File: src/rtl/uart_cfg.sv
// Full-duplex UART with configurable data width, parity mode and stop-bit count.
// Independent TX and RX engines; the RX input is synchronised and the start bit is glitch-filtered.
`timescale 1ns/1ps
module uart_cfg #(
  parameter int unsigned CLOCK_DIVIDE = 2604,
  parameter int unsigned DATA_BITS    = 8,
  parameter int unsigned PARITY       = 0,
  parameter int unsigned STOP_BITS    = 1
) (
  input  logic                 clk,
  input  logic                 rst,
  input  logic                 rx,
  output logic                 tx,
  input  logic                 transmit,
  input  logic [DATA_BITS-1:0] tx_byte,
  output logic                 received,
  output logic [DATA_BITS-1:0] rx_byte,
  output logic                 is_receiving,
  output logic                 is_transmitting,
  output logic                 recv_error,
  output logic                 parity_error,
  output logic                 frame_error
);

  localparam int unsigned CNT_W = $clog2(CLOCK_DIVIDE);
  localparam int unsigned IDX_W = $clog2(DATA_BITS + 1);

  localparam logic [CNT_W-1:0] BIT_LAST  = CNT_W'(CLOCK_DIVIDE - 1);
  localparam logic [CNT_W-1:0] HALF_LAST = CNT_W'(CLOCK_DIVIDE / 2 - 1);
  localparam logic [IDX_W-1:0] DATA_LAST = IDX_W'(DATA_BITS - 1);
  localparam logic [IDX_W-1:0] STOP_LAST = IDX_W'(STOP_BITS - 1);
  localparam bit               HAS_PARITY = (PARITY != 0);

  typedef enum logic [2:0] {
    S_IDLE,
    S_START,
    S_DATA,
    S_PARITY,
    S_STOP,
    S_BREAK
  } state_t;

  // Parity bit value that accompanies a payload: odd = ~^data, even = ^data.
  function automatic logic parity_of(input logic [DATA_BITS-1:0] data);
    return (PARITY == 1) ? ~^data : ^data;
  endfunction

  // ---------------------------------------------------------------- transmitter
  state_t               r_tx_state;
  logic [CNT_W-1:0]     r_tx_cnt;
  logic [IDX_W-1:0]     r_tx_idx;
  logic [DATA_BITS-1:0] r_tx_data;
  logic [DATA_BITS-1:0] r_tx_shift;

  always_ff @(posedge clk) begin
    if (rst) begin
      r_tx_state      <= S_IDLE;
      r_tx_cnt        <= '0;
      r_tx_idx        <= '0;
      r_tx_data       <= '0;
      r_tx_shift      <= '0;
      tx              <= 1'b1;
      is_transmitting <= 1'b0;
    end else begin
      case (r_tx_state)
        S_IDLE: begin
          if (transmit) begin
            r_tx_data       <= tx_byte;
            r_tx_shift      <= tx_byte;
            r_tx_cnt        <= '0;
            r_tx_idx        <= '0;
            tx              <= 1'b0;
            is_transmitting <= 1'b1;
            r_tx_state      <= S_START;
          end
        end
        S_START: begin
          if (r_tx_cnt == BIT_LAST) begin
            r_tx_cnt   <= '0;
            tx         <= r_tx_shift[0];
            r_tx_shift <= {1'b0, r_tx_shift[DATA_BITS-1:1]};
            r_tx_state <= S_DATA;
          end else begin
            r_tx_cnt <= r_tx_cnt + CNT_W'(1);
          end
        end
        S_DATA: begin
          if (r_tx_cnt == BIT_LAST) begin
            r_tx_cnt <= '0;
            if (r_tx_idx == DATA_LAST) begin
              r_tx_idx <= '0;
              if (HAS_PARITY) begin
                tx         <= parity_of(r_tx_data);
                r_tx_state <= S_PARITY;
              end else begin
                tx         <= 1'b1;
                r_tx_state <= S_STOP;
              end
            end else begin
              r_tx_idx   <= r_tx_idx + IDX_W'(1);
              tx         <= r_tx_shift[0];
              r_tx_shift <= {1'b0, r_tx_shift[DATA_BITS-1:1]};
            end
          end else begin
            r_tx_cnt <= r_tx_cnt + CNT_W'(1);
          end
        end
        S_PARITY: begin
          if (r_tx_cnt == BIT_LAST) begin
            r_tx_cnt   <= '0;
            tx         <= 1'b1;
            r_tx_state <= S_STOP;
          end else begin
            r_tx_cnt <= r_tx_cnt + CNT_W'(1);
          end
        end
        S_STOP: begin
          // r_tx_idx counts stop bits here; the last one returns to IDLE.
          if (r_tx_cnt == BIT_LAST) begin
            r_tx_cnt <= '0;
            if (r_tx_idx == STOP_LAST) begin
              r_tx_idx        <= '0;
              is_transmitting <= 1'b0;
              r_tx_state      <= S_IDLE;
            end else begin
              r_tx_idx <= r_tx_idx + IDX_W'(1);
            end
          end else begin
            r_tx_cnt <= r_tx_cnt + CNT_W'(1);
          end
        end
        default: begin
          tx              <= 1'b1;
          is_transmitting <= 1'b0;
          r_tx_state      <= S_IDLE;
        end
      endcase
    end
  end

  // ---------------------------------------------------------------- receiver
  logic r_rx_meta;
  logic r_rx_sync;
  logic w_rxs;

  always_ff @(posedge clk) begin
    if (rst) begin
      r_rx_meta <= 1'b1;
      r_rx_sync <= 1'b1;
    end else begin
      r_rx_meta <= rx;
      r_rx_sync <= r_rx_meta;
    end
  end

  assign w_rxs = r_rx_sync;

  state_t               r_rx_state;
  logic [CNT_W-1:0]     r_rx_cnt;
  logic [IDX_W-1:0]     r_rx_idx;
  logic [DATA_BITS-1:0] r_rx_shift;
  logic                 r_rx_par_bad;
  logic                 r_rx_stop;
  logic                 r_rx_done;

  always_ff @(posedge clk) begin
    if (rst) begin
      r_rx_state   <= S_IDLE;
      r_rx_cnt     <= '0;
      r_rx_idx     <= '0;
      r_rx_shift   <= '0;
      r_rx_par_bad <= 1'b0;
      r_rx_stop    <= 1'b1;
      r_rx_done    <= 1'b0;
      rx_byte      <= '0;
      received     <= 1'b0;
      recv_error   <= 1'b0;
      parity_error <= 1'b0;
      frame_error  <= 1'b0;
      is_receiving <= 1'b0;
    end else begin
      received     <= 1'b0;
      recv_error   <= 1'b0;
      parity_error <= 1'b0;
      frame_error  <= 1'b0;
      r_rx_done    <= 1'b0;

      // Frame verdict lands one cycle after the stop-bit sample.
      if (r_rx_done) begin
        if (r_rx_stop && !r_rx_par_bad) begin
          rx_byte      <= r_rx_shift;
          received     <= 1'b1;
          is_receiving <= 1'b0;
        end else begin
          recv_error   <= 1'b1;
          parity_error <= r_rx_par_bad;
          frame_error  <= ~r_rx_stop;
          if (r_rx_stop) begin
            is_receiving <= 1'b0;
          end
        end
      end

      case (r_rx_state)
        S_IDLE: begin
          if (!w_rxs) begin
            r_rx_cnt   <= '0;
            r_rx_state <= S_START;
          end
        end
        S_START: begin
          if (r_rx_cnt == HALF_LAST) begin
            r_rx_cnt <= '0;
            if (w_rxs) begin
              r_rx_state <= S_IDLE;
            end else begin
              r_rx_idx     <= '0;
              r_rx_par_bad <= 1'b0;
              is_receiving <= 1'b1;
              r_rx_state   <= S_DATA;
            end
          end else begin
            r_rx_cnt <= r_rx_cnt + CNT_W'(1);
          end
        end
        S_DATA: begin
          if (r_rx_cnt == BIT_LAST) begin
            r_rx_cnt   <= '0;
            r_rx_shift <= {w_rxs, r_rx_shift[DATA_BITS-1:1]};
            if (r_rx_idx == DATA_LAST) begin
              r_rx_idx   <= '0;
              r_rx_state <= HAS_PARITY ? S_PARITY : S_STOP;
            end else begin
              r_rx_idx <= r_rx_idx + IDX_W'(1);
            end
          end else begin
            r_rx_cnt <= r_rx_cnt + CNT_W'(1);
          end
        end
        S_PARITY: begin
          if (r_rx_cnt == BIT_LAST) begin
            r_rx_cnt     <= '0;
            r_rx_par_bad <= (w_rxs != parity_of(r_rx_shift));
            r_rx_state   <= S_STOP;
          end else begin
            r_rx_cnt <= r_rx_cnt + CNT_W'(1);
          end
        end
        S_STOP: begin
          if (r_rx_cnt == BIT_LAST) begin
            r_rx_cnt   <= '0;
            r_rx_stop  <= w_rxs;
            r_rx_done  <= 1'b1;
            r_rx_state <= w_rxs ? S_IDLE : S_BREAK;
          end else begin
            r_rx_cnt <= r_rx_cnt + CNT_W'(1);
          end
        end
        S_BREAK: begin
          // Line held low past the stop bit: wait for it to return high.
          if (w_rxs) begin
            is_receiving <= 1'b0;
            r_rx_state   <= S_IDLE;
          end
        end
        default: begin
          r_rx_state <= S_IDLE;
        end
      endcase
    end
  end

endmodule

File: config.mk
export PLATFORM = sky130hd
export DESIGN_NAME = uart_cfg
export DESIGN_NICKNAME = d
export VERILOG_FILES = /design/src/rtl/uart_cfg.sv
export SDC_FILE = /design/constraint.sdc
export NUM_CORES = 1
export LEC_CHECK = 0
export CAP_MARGIN = 20
export CORE_ASPECT_RATIO = 1.4
export CORE_MARGIN = 2
export CORE_UTILIZATION = 63
export CTS_CLUSTER_DIAMETER = 30
export DETAILED_ROUTE_END_ITERATION = 6
export DONT_BUFFER_PORTS = 1
export GPL_ROUTABILITY_DRIVEN = 0
export PLACE_DENSITY = 0.82
export SYNTH_ARGS = -nofsm -noshare
export SYNTH_HDL_FRONTEND = slang
export SYNTH_SLANG_ARGS = --single-unit
File: constraint.sdc
create_clock -name clk -period 2.4 [get_ports clk]
set_input_delay 0.48 -clock clk [delete_from_list [all_inputs] [get_ports clk]]
set_output_delay 0.48 -clock clk [all_outputs]
set_load 0.005 [all_outputs]
# Word level (Yosys, flattened, before mapping)
# Index checks and enable logic that the tools add are counted.
# op_classes
addsub,4
n_eq_ne,31
muxes,65
n_bitwise,5
reduce_logical,31
# ops
cell,n
two-way mux 12 bit,5
two-way mux 3 bit,15
two-way mux 4 bit,9
one-hot mux 12 bit (3 select lines),1
two-way mux 8 bit,4
"!= test 2 bit, second input constant",16
"adder 12 x 1 -> 12 bit, second input constant",2
"== test 12 bit, second input constant",2
one-hot mux 12 bit (2 select lines),1
one-hot mux 8 bit (3 select lines),1
two-way mux 1 bit,20
one-hot mux 3 bit (6 select lines),1
AND reduction 4 bit,4
one-hot mux 3 bit (5 select lines),1
AND reduction 7 bit,2
"== test 12 x 11 -> 1 bit, second input constant",1
"== test 3 x 2 -> 1 bit, second input constant",4
one-hot mux 4 bit (3 select lines),1
AND reduction 2 bit,5
AND reduction 5 bit,2
"== test 3 bit, second input constant",3
nonzero test 3 bit,3
OR reduction 3 bit,3
"adder 4 x 1 -> 4 bit, second input constant",2
17 further kinds,28
# totals
ff_bits,74
in_bits,12

# Logic depth before layout (Yosys ltp)
# logic_depth
ltp_word,7
ltp_mapped,8
depth_no_buf,7

# Least setup slack after synthesis
# OpenSTA, ideal clock, no wires.
# synth_timing
path_kind,register -> register
from,reg r_rx_cnt[0]
to,reg r_rx_state[0]
setup_time_ps,70
t_arrival_ps,1714
required_ps,2330
path_slack_ps,616
stages_incl_launch_ff,8
path_buffers,1
path_cell_list,dfxtp_1 > ha_1 > and4bb_1 > and3_1 > buf_4 > o2bb2ai_4 > or4b_1 > a21oi_1
# synth_via
elab_chain_len,3
elab_cells_between_ends,7
# synth_lines
item,line,source
"start, declared",159,logic [CNT_W-1:0] r_rx_cnt;
"start signal, assigned",223,r_rx_cnt <= r_rx_cnt + CNT_W'(1);
"start signal, assigned",237,r_rx_cnt <= r_rx_cnt + CNT_W'(1);
"start signal, assigned",246,r_rx_cnt <= r_rx_cnt + CNT_W'(1);
== test 12 bit / == test 12 x 11 -> 1 bit (equally long branches),n/a,
!= test 2 bit (no source line),n/a,
AND reduction 7 bit (no source line) *,n/a,
"end signal, assigned",232,r_rx_state <= HAS_PARITY ? S_PARITY : S_STOP;
"end signal, assigned",254,r_rx_state <= w_rxs ? S_IDLE : S_BREAK;
"end, declared",158,state_t r_rx_state;
# Mark *: on every way between the ends. The rest lies on a longest branch, timed or not.
# A chain may end at the register's enable or synchronous reset.

# Worst setup path after layout
# layout_timing
from,reg r_tx_cnt[0]
to,reg r_tx_shift[1]
# layout_via
elab_chain_len,3
elab_cells_between_ends,4
# layout_lines
item,line,source
"start, declared",50,logic [CNT_W-1:0] r_tx_cnt;
"start signal, assigned",84,r_tx_cnt <= r_tx_cnt + CNT_W'(1);
"start signal, assigned",105,r_tx_cnt <= r_tx_cnt + CNT_W'(1);
"start signal, assigned",114,r_tx_cnt <= r_tx_cnt + CNT_W'(1);
== test 12 bit *,"78, 88",
!= test 2 bit (no source line),n/a,
AND reduction 5 bit (no source line) *,n/a,
"end signal, assigned",69,r_tx_shift <= tx_byte;
"end signal, assigned",81,"r_tx_shift <= {1'b0, r_tx_shift[DATA_BITS-1:1]};"
"end signal, assigned",102,"r_tx_shift <= {1'b0, r_tx_shift[DATA_BITS-1:1]};"
"end, declared",53,logic [DATA_BITS-1:0] r_tx_shift;
# Marked as above.

==> summary.md <==
| Metric | Value |
|---|---|
| DP Area | roughly 3700 um2 |
| Register area share after synthesis | 0.404 |
| Area contributors post-synth | dfxtp_1 40%, mux2i_1 7.6%, nor2_1 5.9%, xor2_1 3.6%, a21oi_1 3.4% |
| Design Area, Final | a little under 4000 um2 |
| Vert. Die Dim | roughly 94 um |
| Row count | 32 |
| Vias | around 2900 |
| Utilization after layout | 0.698 |
| Mapped Nets | about 430 |
| Leakage | 1.50 nW |
| Number of global-route vias before repair | 2632 |
| Core ar. | around 5600 um2 |
| Clk_lat worst skew | roughly 0.36 ns |
| Power Density | ~620 nW/um2 |
| Post-CTS Resized | 0 |
| Inserted Clock Buffers | 9 |
| Multi-input logic area | 2040 um2 |
| H-tree Lvls | 3 |
| CP Launch Point | r_tx_cnt[0] |
| Hold Path Origin | rst |
| Final hold vios | 0 |
| Die width | approximately 68 um |
| Worst hold slack | between 0.15 and 0.2 ns |
| DR iter-0 viols | ~170 |
| Synth cell count leaders | 74 x dfxtp_1, 58 x nor2_1, 28 x mux2i_1 |
| CP arrival | between 2 and 2.5 ns |
| Initial core utilization | 0.659 |
| Register area | around 1500 um2 |
| Setup crit end kind | flop |
| Detail Route Antenna Nets | 0 |
| VDD IR-drop max | around 0.00043 V |
| Post-CTS setup buffers | 0 |
| Distinct cells, synth | 57 |
| Crit Path Max Fanout | 15 |
| Final WL | between 6000 and 7000 um |
| Ys Warns | 0 |
| Post-synth EDFFs | 0 |
| Synth Cell Area | between 3000 and 4000 um2 |
| First-pass GRT wire length | roughly 12000 um |
| Synthesis-to-layout area growth | 5.87% |
| Hold crit path type | in2reg |
| Initial antenna violation count | 0 |
| Reg2reg start | r_tx_cnt[0] |
| Root buf cell | clkbuf_8 |
| Ant diodes | 0 |
| Final worst slack | 0.356 ns |
| DRC Markers | 0 |
| Layout cell share with drive strength beyond 1 | 0.106 |
| Die area | between 6000 and 7000 um2 |
| Syn_area_per_cell | between 9 and 10 um2 |
| Number of max-cap violations | 0 |
| DP Cell Count | about 460 |
| Total design power | about 2.4 mW |
| Worst Tran Pin Value | around 0.73 ns |
| Total track usage | 0.231 |
| Clock sinks | 74 |
| Max Freq | slightly below 500 MHz |
| Fin crit period | 2.04 ns |
| Critical Path RT | about 2.7 ns |
| Dpl hpwl | roughly 4600 um |
| CP startpoint kind | flop |
| CP Class | reg2reg |
| Top-area cell type share of the netlist area | 0.404 |
| Final setup fails | 0 |
| Final worst path period share | 0.852 |
| Via density per instance | 6.05 |
| Count leader, synth | dfxtp_1 |
| CTS tree | built |
| Pin count of the biggest net entering global routing | 57 |
| RSZ-0062 raised after global routing | false |
| Grt ovf | 0 |
| Register bit total from synthesis | 74 |
| Hold Buf Count CTS | 0 |
| Rel. slew slack | 0.506 |
| Async S/R FF share, synth | 0 |
| Fin cells | 473 |
| Clk buf depth | 2 |
| Fill count | approximately 430 |
| Max-slew violation count | 0 |
| Status | completed |
| Final #Nets | ~420 |
| Synth Flop Type | dfxtp_1 |
| Initial DRT Pass Iterations | 4 |
| WL/cell | roughly 14 um |
| I/O pin count | 27 |
| Final setup TNS | 0 ns |
| Yosys top cell by area | dfxtp_1 |
| Clock-pin slew on the worst setup and hold paths | about 0.080 ns |
| Final Skew | approximately 0.012 ns |
| Port Buf Inserts | 0 |
| Pre-CTS WS | around 0.37 ns |
| Syn Inst Count | between 400 and 500 |
## worst paths after layout
check	to	slack (ns)	depth (start not counted)
hold / removal	r_tx_shift[4]	0.18	1
setup / recovery	r_tx_shift[1]	0.36	6
setup reg to reg	r_tx_shift[1]	0.36	6
hold reg to reg	r_rx_sync	0.41	1
## area by class of cell
| class | instances | share of cell area |
|---|---|---|
| clock buffers | 9 | 0.0319 |
| inverters | 9 | 0.00870 |
| repair buffers | 4 | 0.00773 |
| multi-input cells | 302 | 0.527 |
| clock inverters | 7 | 0.0216 |
| flip-flops and latches | 74 | 0.382 |
| well taps | 68 | 0.0219 |
## cells by family (layout without fill, tap and decap cells)
family | Yosys count | after routing | share of synthesized area
fa+ha+maj | 6 | 6 | 0.0205
flops | 74 | 74 | 0.404
compound gates | 71 | 71 | 0.134
mux | 29 | 29 | 0.0795
buf+inv | 31 | 29 | 0.0386
simple gates | 169 | 169 | 0.259
xor+xnor | 27 | 27 | 0.0645
## routing by layer
layer,share of wire,vias up,GRT usage
li1,-,1441,-
met1,0.44,1360,0.267
met2,0.52,52,0.396
met3,0.032,11,0.0600
met4,0.012,0,0.0850
met5,0,-,0
## flip-flops by register name, summed over array words and instances (netlist names), 3 cells and up
signal      count
r_tx_cnt       12
r_rx_cnt       12
r_tx_idx        4
r_tx_shift      8
r_rx_idx        4
r_rx_state      3
r_rx_shift      8
r_tx_state      3
rx_byte         8
## layout by cell type (no fill, tap or decap), drive strengths merged, types with 3 or more instances in the layout
cell type and instances:
a311oi 8, inv 13, nor3b 5, and2 5, xor2 15, or4b 3
buf 4, xnor2 12, nor2b 4, a21oi 25, dfxtp 74, or2 4
ha 6, or3b 3, nor3 6, nand3 17, mux2i 28, o21ai 12
a2bb2oi 3, and4bb 5, nand2b 9, nand4 11, nand2 21, a31oi 3
nor2 58, and3 8, clkbuf 9
## worst max-delay path, stage by stage, from the launching register on
cell	delay (ns)
dfxtp_1	0.40
ha_1	0.20
and3_1	0.29
nand3_2	0.17
o21ai_2	0.50
a21oi_1	0.14
a311oi_1	0.26
## power breakdown
| part | total [mW] | internal, mW | switching, mW |
|---|---|---|---|
| logic | 0.106 | 0.0496 | 0.0569 |
| registers | 1.27 | 1.25 | 0.0214 |
| clock network | 1.02 | 0.502 | 0.515 |
Note: power is estimated with default switching activity, not from simulation.
